**src/rtl/diagnostics_spi.sv**
```systemverilog
// rtl/diagnostics_spi.sv - SPI-slave diagnostics controller: halt/run, RAM read/write, VRAM dump (DIAG_VRAM_EN), config select
module diagnostics_spi #(
    parameter int ADDR_W      = 16,
    parameter int CONFIG_W    = 5,
    parameter int VRAM_AW     = 11,
    parameter int SYNC_STAGES = 2
) (
    input  logic                clk,
    input  logic                reset,
    input  logic                diag_spi_cs_in,
    input  logic                spi_clk_in,
    input  logic                spi_miso,
    output logic                diag_spi_out,
    output logic                halt,
    output logic [ADDR_W-1:0]   diag_ram_address,
    input  logic [7:0]          ram_dataout,
    output logic [7:0]          diag_ram_datain,
    output logic                diag_ram_we,
    output logic                diag_ram_cs,
    input  logic [CONFIG_W-1:0] configuration,
    output logic [VRAM_AW-1:0]  vram_read_address,
    input  logic [7:0]          vram_output,
    output logic                vram_read_clock,
    output logic [CONFIG_W-1:0] config_byte,
    input  logic [VRAM_AW-1:0]  vram_size
);

    typedef enum logic [3:0] {
        S_CMD, S_RD_HI, S_RD_LO, S_READ, S_WR_HI, S_WR_LO, S_WRITE,
        S_VRAM, S_SETCFG, S_GETCFG1, S_GETCFG2, S_IGNORE
    } state_t;

    state_t                 r_state, w_state_next;
    logic [SYNC_STAGES-1:0] r_sck_sync, r_cs_sync, r_mosi_sync;
    logic                   r_sck_prev;
    logic                   w_sck, w_cs_n, w_mosi, w_sck_rise, w_sck_fall, w_byte_done;
    logic [2:0]             r_bit_cnt;
    logic [6:0]             r_rx_shift;
    logic [7:0]             w_rx_byte;
    logic [7:0]             r_tx_shift, r_tx_next, w_tx_next;
    logic                   r_rd_pend;
    logic                   w_set_halt, w_clr_halt, w_addr_shift, w_ram_rd, w_ram_wr, w_set_cfg;
    logic                   w_vram_start, w_vram_next, w_vram_cap;
    logic [7:0]             w_vram_data;

    assign vram_read_clock = clk;
    assign w_sck       = r_sck_sync[SYNC_STAGES-1];
    assign w_cs_n      = r_cs_sync[SYNC_STAGES-1];
    assign w_mosi      = r_mosi_sync[SYNC_STAGES-1];
    assign w_sck_rise  = w_sck & ~r_sck_prev & ~w_cs_n;
    assign w_sck_fall  = ~w_sck & r_sck_prev & ~w_cs_n;
    assign w_byte_done = w_sck_rise && (r_bit_cnt == 3'd7);
    assign w_rx_byte   = {r_rx_shift, w_mosi};

    // Bring the asynchronous SPI pins into the clk domain; data shares the clock's latency so it stays aligned
    always_ff @(posedge clk) begin
        if (reset) begin
            r_sck_sync  <= '0;
            r_cs_sync   <= '1;
            r_mosi_sync <= '0;
            r_sck_prev  <= 1'b0;
        end else begin
            r_sck_sync  <= {r_sck_sync[SYNC_STAGES-2:0], spi_clk_in};
            r_cs_sync   <= {r_cs_sync[SYNC_STAGES-2:0], diag_spi_cs_in};
            r_mosi_sync <= {r_mosi_sync[SYNC_STAGES-2:0], spi_miso};
            r_sck_prev  <= w_sck;
        end
    end

    // Receive shifter and bit counter; chip-select high drops any partial byte
    always_ff @(posedge clk) begin
        if (reset || w_cs_n) begin
            r_bit_cnt  <= '0;
            r_rx_shift <= '0;
        end else if (w_sck_rise) begin
            r_bit_cnt  <= r_bit_cnt + 3'd1;
            r_rx_shift <= {r_rx_shift[5:0], w_mosi};
        end
    end

    // Protocol state register
    always_ff @(posedge clk) begin
        if (reset) r_state <= S_CMD;
        else       r_state <= w_state_next;
    end

    // Decode each completed byte into a next state, side-effect strobes and the following response byte
    always_comb begin
        w_state_next = r_state;
        w_set_halt   = 1'b0;
        w_clr_halt   = 1'b0;
        w_addr_shift = 1'b0;
        w_ram_rd     = 1'b0;
        w_ram_wr     = 1'b0;
        w_set_cfg    = 1'b0;
        w_vram_start = 1'b0;
        w_vram_next  = 1'b0;
        w_tx_next    = 8'h00;
        if (w_cs_n) begin
            w_state_next = S_CMD;
        end else if (w_byte_done) begin
            case (r_state)
                S_CMD: begin
                    case (w_rx_byte)
                        8'h01: begin w_set_halt = 1'b1; w_state_next = S_IGNORE; end
                        8'h02: begin w_clr_halt = 1'b1; w_state_next = S_IGNORE; end
                        8'h03: w_state_next = S_RD_HI;
                        8'h04: w_state_next = S_WR_HI;
`ifdef DIAG_VRAM_EN
                        8'h05: begin w_vram_start = 1'b1; w_state_next = S_VRAM; end
`endif
                        8'h06: w_state_next = S_SETCFG;
                        8'h07: begin w_tx_next = 8'(configuration); w_state_next = S_GETCFG1; end
                        default: w_state_next = S_IGNORE;
                    endcase
                end
                S_RD_HI:   begin w_addr_shift = 1'b1; w_state_next = S_RD_LO; end
                S_RD_LO:   begin w_addr_shift = 1'b1; w_ram_rd = 1'b1; w_tx_next = 8'hFF; w_state_next = S_READ; end
                S_READ:    begin w_ram_rd = 1'b1; w_tx_next = 8'hFF; end
                S_WR_HI:   begin w_addr_shift = 1'b1; w_state_next = S_WR_LO; end
                S_WR_LO:   begin w_addr_shift = 1'b1; w_state_next = S_WRITE; end
                S_WRITE:   w_ram_wr = 1'b1;
                S_VRAM:    w_vram_next = 1'b1;
                S_SETCFG:  begin w_set_cfg = 1'b1; w_state_next = S_IGNORE; end
                S_GETCFG1: begin w_tx_next = 8'(config_byte); w_state_next = S_GETCFG2; end
                S_GETCFG2: w_state_next = S_IGNORE;
                default:   w_state_next = S_IGNORE;
            endcase
        end
    end

    // Transmit shifter: a new byte is loaded on the first SCK fall after a byte boundary
    always_ff @(posedge clk) begin
        if (reset || w_cs_n) begin
            r_tx_shift   <= '0;
            diag_spi_out <= 1'b0;
        end else if (w_sck_fall) begin
            if (r_bit_cnt == 3'd0) begin
                diag_spi_out <= r_tx_next[7];
                r_tx_shift   <= {r_tx_next[6:0], 1'b0};
            end else begin
                diag_spi_out <= r_tx_shift[7];
                r_tx_shift   <= {r_tx_shift[6:0], 1'b0};
            end
        end
    end

    // Halt/config registers, single-clk RAM strobes with post-increment, and response-byte capture
    always_ff @(posedge clk) begin
        if (reset) begin
            halt             <= 1'b0;
            config_byte      <= configuration;
            diag_ram_cs      <= 1'b0;
            diag_ram_we      <= 1'b0;
            diag_ram_address <= '0;
            diag_ram_datain  <= '0;
            r_tx_next        <= '0;
            r_rd_pend        <= 1'b0;
        end else begin
            diag_ram_cs <= 1'b0;
            diag_ram_we <= 1'b0;
            r_rd_pend   <= diag_ram_cs & ~diag_ram_we;
            if (w_set_halt)      halt <= 1'b1;
            else if (w_clr_halt) halt <= 1'b0;
            if (w_set_cfg) config_byte <= w_rx_byte[CONFIG_W-1:0];
            if (w_addr_shift)     diag_ram_address <= {diag_ram_address[ADDR_W-9:0], w_rx_byte};
            else if (diag_ram_cs) diag_ram_address <= diag_ram_address + ADDR_W'(1);
            if (w_byte_done)     r_tx_next <= w_tx_next;
            else if (r_rd_pend)  r_tx_next <= ram_dataout;
            else if (w_vram_cap) r_tx_next <= w_vram_data;
            // Without halt the CPU owns the RAM: reads answer 0xFF, writes vanish
            if (halt && (w_ram_rd || w_ram_wr)) begin
                diag_ram_cs <= 1'b1;
                diag_ram_we <= w_ram_wr;
            end
            if (halt && w_ram_wr) diag_ram_datain <= w_rx_byte;
        end
    end

`ifdef DIAG_VRAM_EN
    logic [VRAM_AW-1:0] r_vram_addr;
    logic               r_vram_cap1, r_vram_cap2;

    // Address points at the next byte to send; its data is captured two clk after each byte boundary
    always_ff @(posedge clk) begin
        if (reset) begin
            r_vram_addr <= '0;
            r_vram_cap1 <= 1'b0;
            r_vram_cap2 <= 1'b0;
        end else begin
            r_vram_cap1 <= w_vram_start | w_vram_next;
            r_vram_cap2 <= r_vram_cap1;
            if (w_vram_start)
                r_vram_addr <= '0;
            else if (r_vram_cap2)
                r_vram_addr <= (r_vram_addr == vram_size - VRAM_AW'(1)) ? '0 : r_vram_addr + VRAM_AW'(1);
        end
    end

    assign vram_read_address = r_vram_addr;
    assign w_vram_cap        = r_vram_cap2;
    assign w_vram_data       = vram_output;
`else
    logic w_unused;
    assign vram_read_address = '0;
    assign w_vram_cap        = 1'b0;
    assign w_vram_data       = 8'h00;
    assign w_unused          = ^{vram_output, vram_size, w_vram_start, w_vram_next};
`endif

endmodule

```
**config.mk**
```make
export PLATFORM = sky130hd
export DESIGN_NAME = diagnostics_spi
export DESIGN_NICKNAME = d
export VERILOG_FILES = /design/src/rtl/diagnostics_spi.sv
export SDC_FILE = /design/constraint.sdc
export NUM_CORES = 1
export LEC_CHECK = 0
export ABC_AREA = 1
export CAP_MARGIN = 20
export CORE_ASPECT_RATIO = 0.8
export CORE_MARGIN = 5
export CORE_UTILIZATION = 30
export CTS_BUF_LIST = sky130_fd_sc_hd__clkbuf_16
export DETAILED_ROUTE_END_ITERATION = 8
export HOLD_SLACK_MARGIN = 0.06
export SLEW_MARGIN = 20
export SYNTH_ARGS = -nofsm -noshare
export SYNTH_HDL_FRONTEND = slang
export SYNTH_SLANG_ARGS = --single-unit
```
**constraint.sdc**
```tcl
create_clock -name clk -period 2.3 [get_ports clk]
set_clock_uncertainty 0.1 [all_clocks]
set_input_delay 0.46 -clock clk [delete_from_list [all_inputs] [get_ports clk]]
set_output_delay 0.46 -clock clk [all_outputs]
set_load 0.02 [all_outputs]
```
==> results.md <==
* R2r startpoint: r_bit_cnt[0]
* Routed len/inst at 13.1 µm
* Busiest grt layer: met1
* Die W at about 130 µm
* Critical-path cell list: clkbuf_16 -> clkbuf_16 -> dlygate4sd2_1
* Worst skew pair latency at between 0.4 and 0.5 ns
* Max Cap Violations at 0
* RSZ-0062 raised after global routing: false
* Crit path launch type: clock port
* Vias in the first global route at approximately 3.1k
* Final GP Congestion at slightly below 0.9
* Register bit count reported by yosys at 70
* Min-delay worst type: flop to flop
* Global route total overflow at 0
* Postcts setup bufs at 0
* Critical hold path startpoint: r_mosi_sync[0]
* Cell count after synthesis at 520
* Post-synth cell types at 38
* Global-route wire length before repair at approximately 16 mm
* Hold path cells at 2
* Met1 Use GR at 0.195
* Die Y at between 100 and 150 µm
* CP Capture Type: output port
* Number of vias per cell at 4.68
* I/O Pins at around 80
* Leak at between 1.5 and 2 nW
* Kind of critical path: clock port to output port
* Largest net degree at the start of global routing at 27
* Placed wire-length estimate at 7.07 mm
* Count of pins over their slew limit at 0
* Post-route antenna net violation count at 0
* IO Port Bufs at 51
* Post-layout util at 0.395
* Drt initial violations at 212
* Hold Path End: r_mosi_sync[1]
* Crit path arrival time at between 1.5 and 2 ns
* Worst Reg-to-Reg Cells at 4
* Core area at between 0.01 and 0.015 mm²
* Remaining DRCs at 0
* Share of cells above drive strength 1 at 0.0809
* Max VDD drop at 0.307 mV
* Met2 global-route usage at 0.193
* Rel. slew slack at 0.442
* Initial Util at 0.310
* Commonest non-fill, non-tap cell in the layout: nand2_1
* Critical Path RT at 1.74 ns
* Seq/Total Area, Yosys at 0.402
* GRT met3 Usage at 0.0279
* Worst Tran Pin Value at 0.830 ns
* Tot GR Track Use at 0.134
* Final Hold Vio Count at 0
* Die footprint at between 0.01 and 0.015 mm²
* Router iterations before antenna repair at 5
* Area growth syn-to-layout at 27.4%
* Status: complete, no violations
* Core Rows at 35
* Mapped cell area at between 0.003 and 0.004 mm²
* CTS tree: built
* ANT cells at 0
* Final wirelength at ~9.5 mm
* Most frequent cells in the layout: 113 x nand2_1, 69 x inv_1, 65 x dfxtp_1
* Initial antenna violation count at 0
* Yosys warning count at 0
* Largest stage delay, worst path at approximately 0.31 ns
* Reg-to-Reg End: config_byte[2]
* Vias at 3414
* Layout net count at 618
* Setup TNS at 0 ns
* Power Dens Cells at between 600 and 700 mW/mm²
* Critical Path Fanout Max at 2
* Reg2reg setup slack at 0.22 ns
* CP most frequent cell: clkbuf_16
* Critical-path cell with the highest stage delay: dlygate4sd2_1
* Setup Viol. Count Final at 0
* Syn avg cell area at slightly below 7 µm²
* CTS clk-pin slew, worst paths at 0.06 ns
what timing repair did:
item / 4_1_cts / 5_1_grt
hold buffers: 0 / 0
setup endpoints to repair: 1 / 0
gates resized for setup: 1 / 0
metal layers:
| metal | routed length [µm] | vias up |
|---|---|---|
| met3 | 392 | 12 |
| met1 | 4900 | 1544 |
| met2 | 4080 | 86 |
| met4 | 170 | 0 |
| met5 | 0 | - |
| li1 | - | 1772 |
sequential cells by signal, summed over array words and instances, names as in the netlist:
register	count
diag_ram_address	16
diag_ram_datain	8
r_tx_next	8
r_rx_shift	7
r_tx_shift	7
config_byte	5
r_state	4
r_bit_cnt	3
r_cs_sync	2
r_mosi_sync	2
r_sck_sync	2
diag_ram_cs	1
diag_ram_we	1
diag_spi_out	1
halt	1
r_rd_pend	1
r_sck_prev	1
through the flow:
stage	worst slack (ns)	total power, mW	hold WS (ns)	instances	area, µm²
2_1_floorplan	0.313	1.39	0.288	530	3650
5_1_grt	0.0283	3.09	0.334	729	4600
6_report	0.0384	2.98	0.302	729	4600
3_3_place_gp	0.0815	1.45	0.292	711	4240
4_1_cts	0.0316	3.02	0.306	729	4600
3_5_place_dp	0.0815	1.45	0.298	711	4240
worst max-delay path by stage:
stage / endpoint / cells past startpoint / from
after floorplan: config_byte[0] / 5 / r_bit_cnt[0]
after global placement: vram_read_clock / 1 / clk
after detailed placement: vram_read_clock / 1 / clk
after CTS: vram_read_clock / 3 / clk
after global routing: vram_read_clock / 3 / clk
final: vram_read_clock / 3 / clk
layout make-up:
type,instances,area [µm²]
clock buffers,13,309
multi-input cells,359,1760
flip-flops and latches,70,1450
fillers,1206,7050
repair buffers,58,561
clock inverters,6,53.8
inverters,75,282
well taps,148,185
critical path: cells and delay by family:
kind	cells	cell delay, ns
buffers and inverters	3	0.55
cell usage after synthesis:
master | n | area [µm²]
nor4_1 | 1 | 6.26
nand3b_1 | 1 | 7.51
nand4_1 | 6 | 37.5
buf_2 | 3 | 15.0
nor2_4 | 1 | 11.3
nor2_2 | 3 | 18.8
clkbuf_1 | 7 | 26.3
edfxtp_1 | 5 | 150
xnor2_1 | 3 | 26.3
or2_2 | 2 | 12.5
a21oi_1 | 44 | 220
a211oi_1 | 1 | 7.51
o21bai_1 | 2 | 15.0
xor2_1 | 5 | 43.8
nand3_2 | 3 | 30.0
clkinv_1 | 2 | 7.51
inv_1 | 68 | 255
nor3_2 | 1 | 10.0
dfxtp_1 | 65 | 1300
buf_6 | 1 | 11.3
nand2_2 | 2 | 12.5
nor3_1 | 4 | 20.0
inv_2 | 5 | 18.8
o31ai_1 | 1 | 7.51
nor2_1 | 48 | 180
a21oi_2 | 2 | 17.5
nand4_2 | 1 | 12.5
o21ai_0 | 43 | 215
and2_1 | 1 | 6.26
nand2_4 | 3 | 33.8
o211ai_1 | 9 | 67.6
buf_1 | 2 | 7.51
nand3_1 | 43 | 215
nand2_1 | 113 | 424
buf_4 | 13 | 97.6
o21ai_1 | 1 | 5.00
ha_1 | 4 | 50.1
conb_1 | 1 | 3.75
cell families (layout without fill, tap and decap cells):
kind of cell / Yosys count / count (layout) / synth area share
and+or+nand+nor: 233 / 233 / 0.288
AOI/OAI and AO/OA: 103 / 103 / 0.154
buffers and inverters: 101 / 152 / 0.122
DFF: 70 / 70 / 0.402
xor gates and xnor gates: 8 / 8 / 0.0194
adders and majority gates: 4 / 4 / 0.0139
other: 1 / 11 / 0.00104
report_power, final:
part | internal [mW] | total (mW) | switching, mW
Combinational | 0.0490 | 0.117 | 0.0684
Clock | 1.06 | 1.62 | 0.561
Sequential | 1.24 | 1.25 | 0.00728
(Power assumes the default switching activity.)
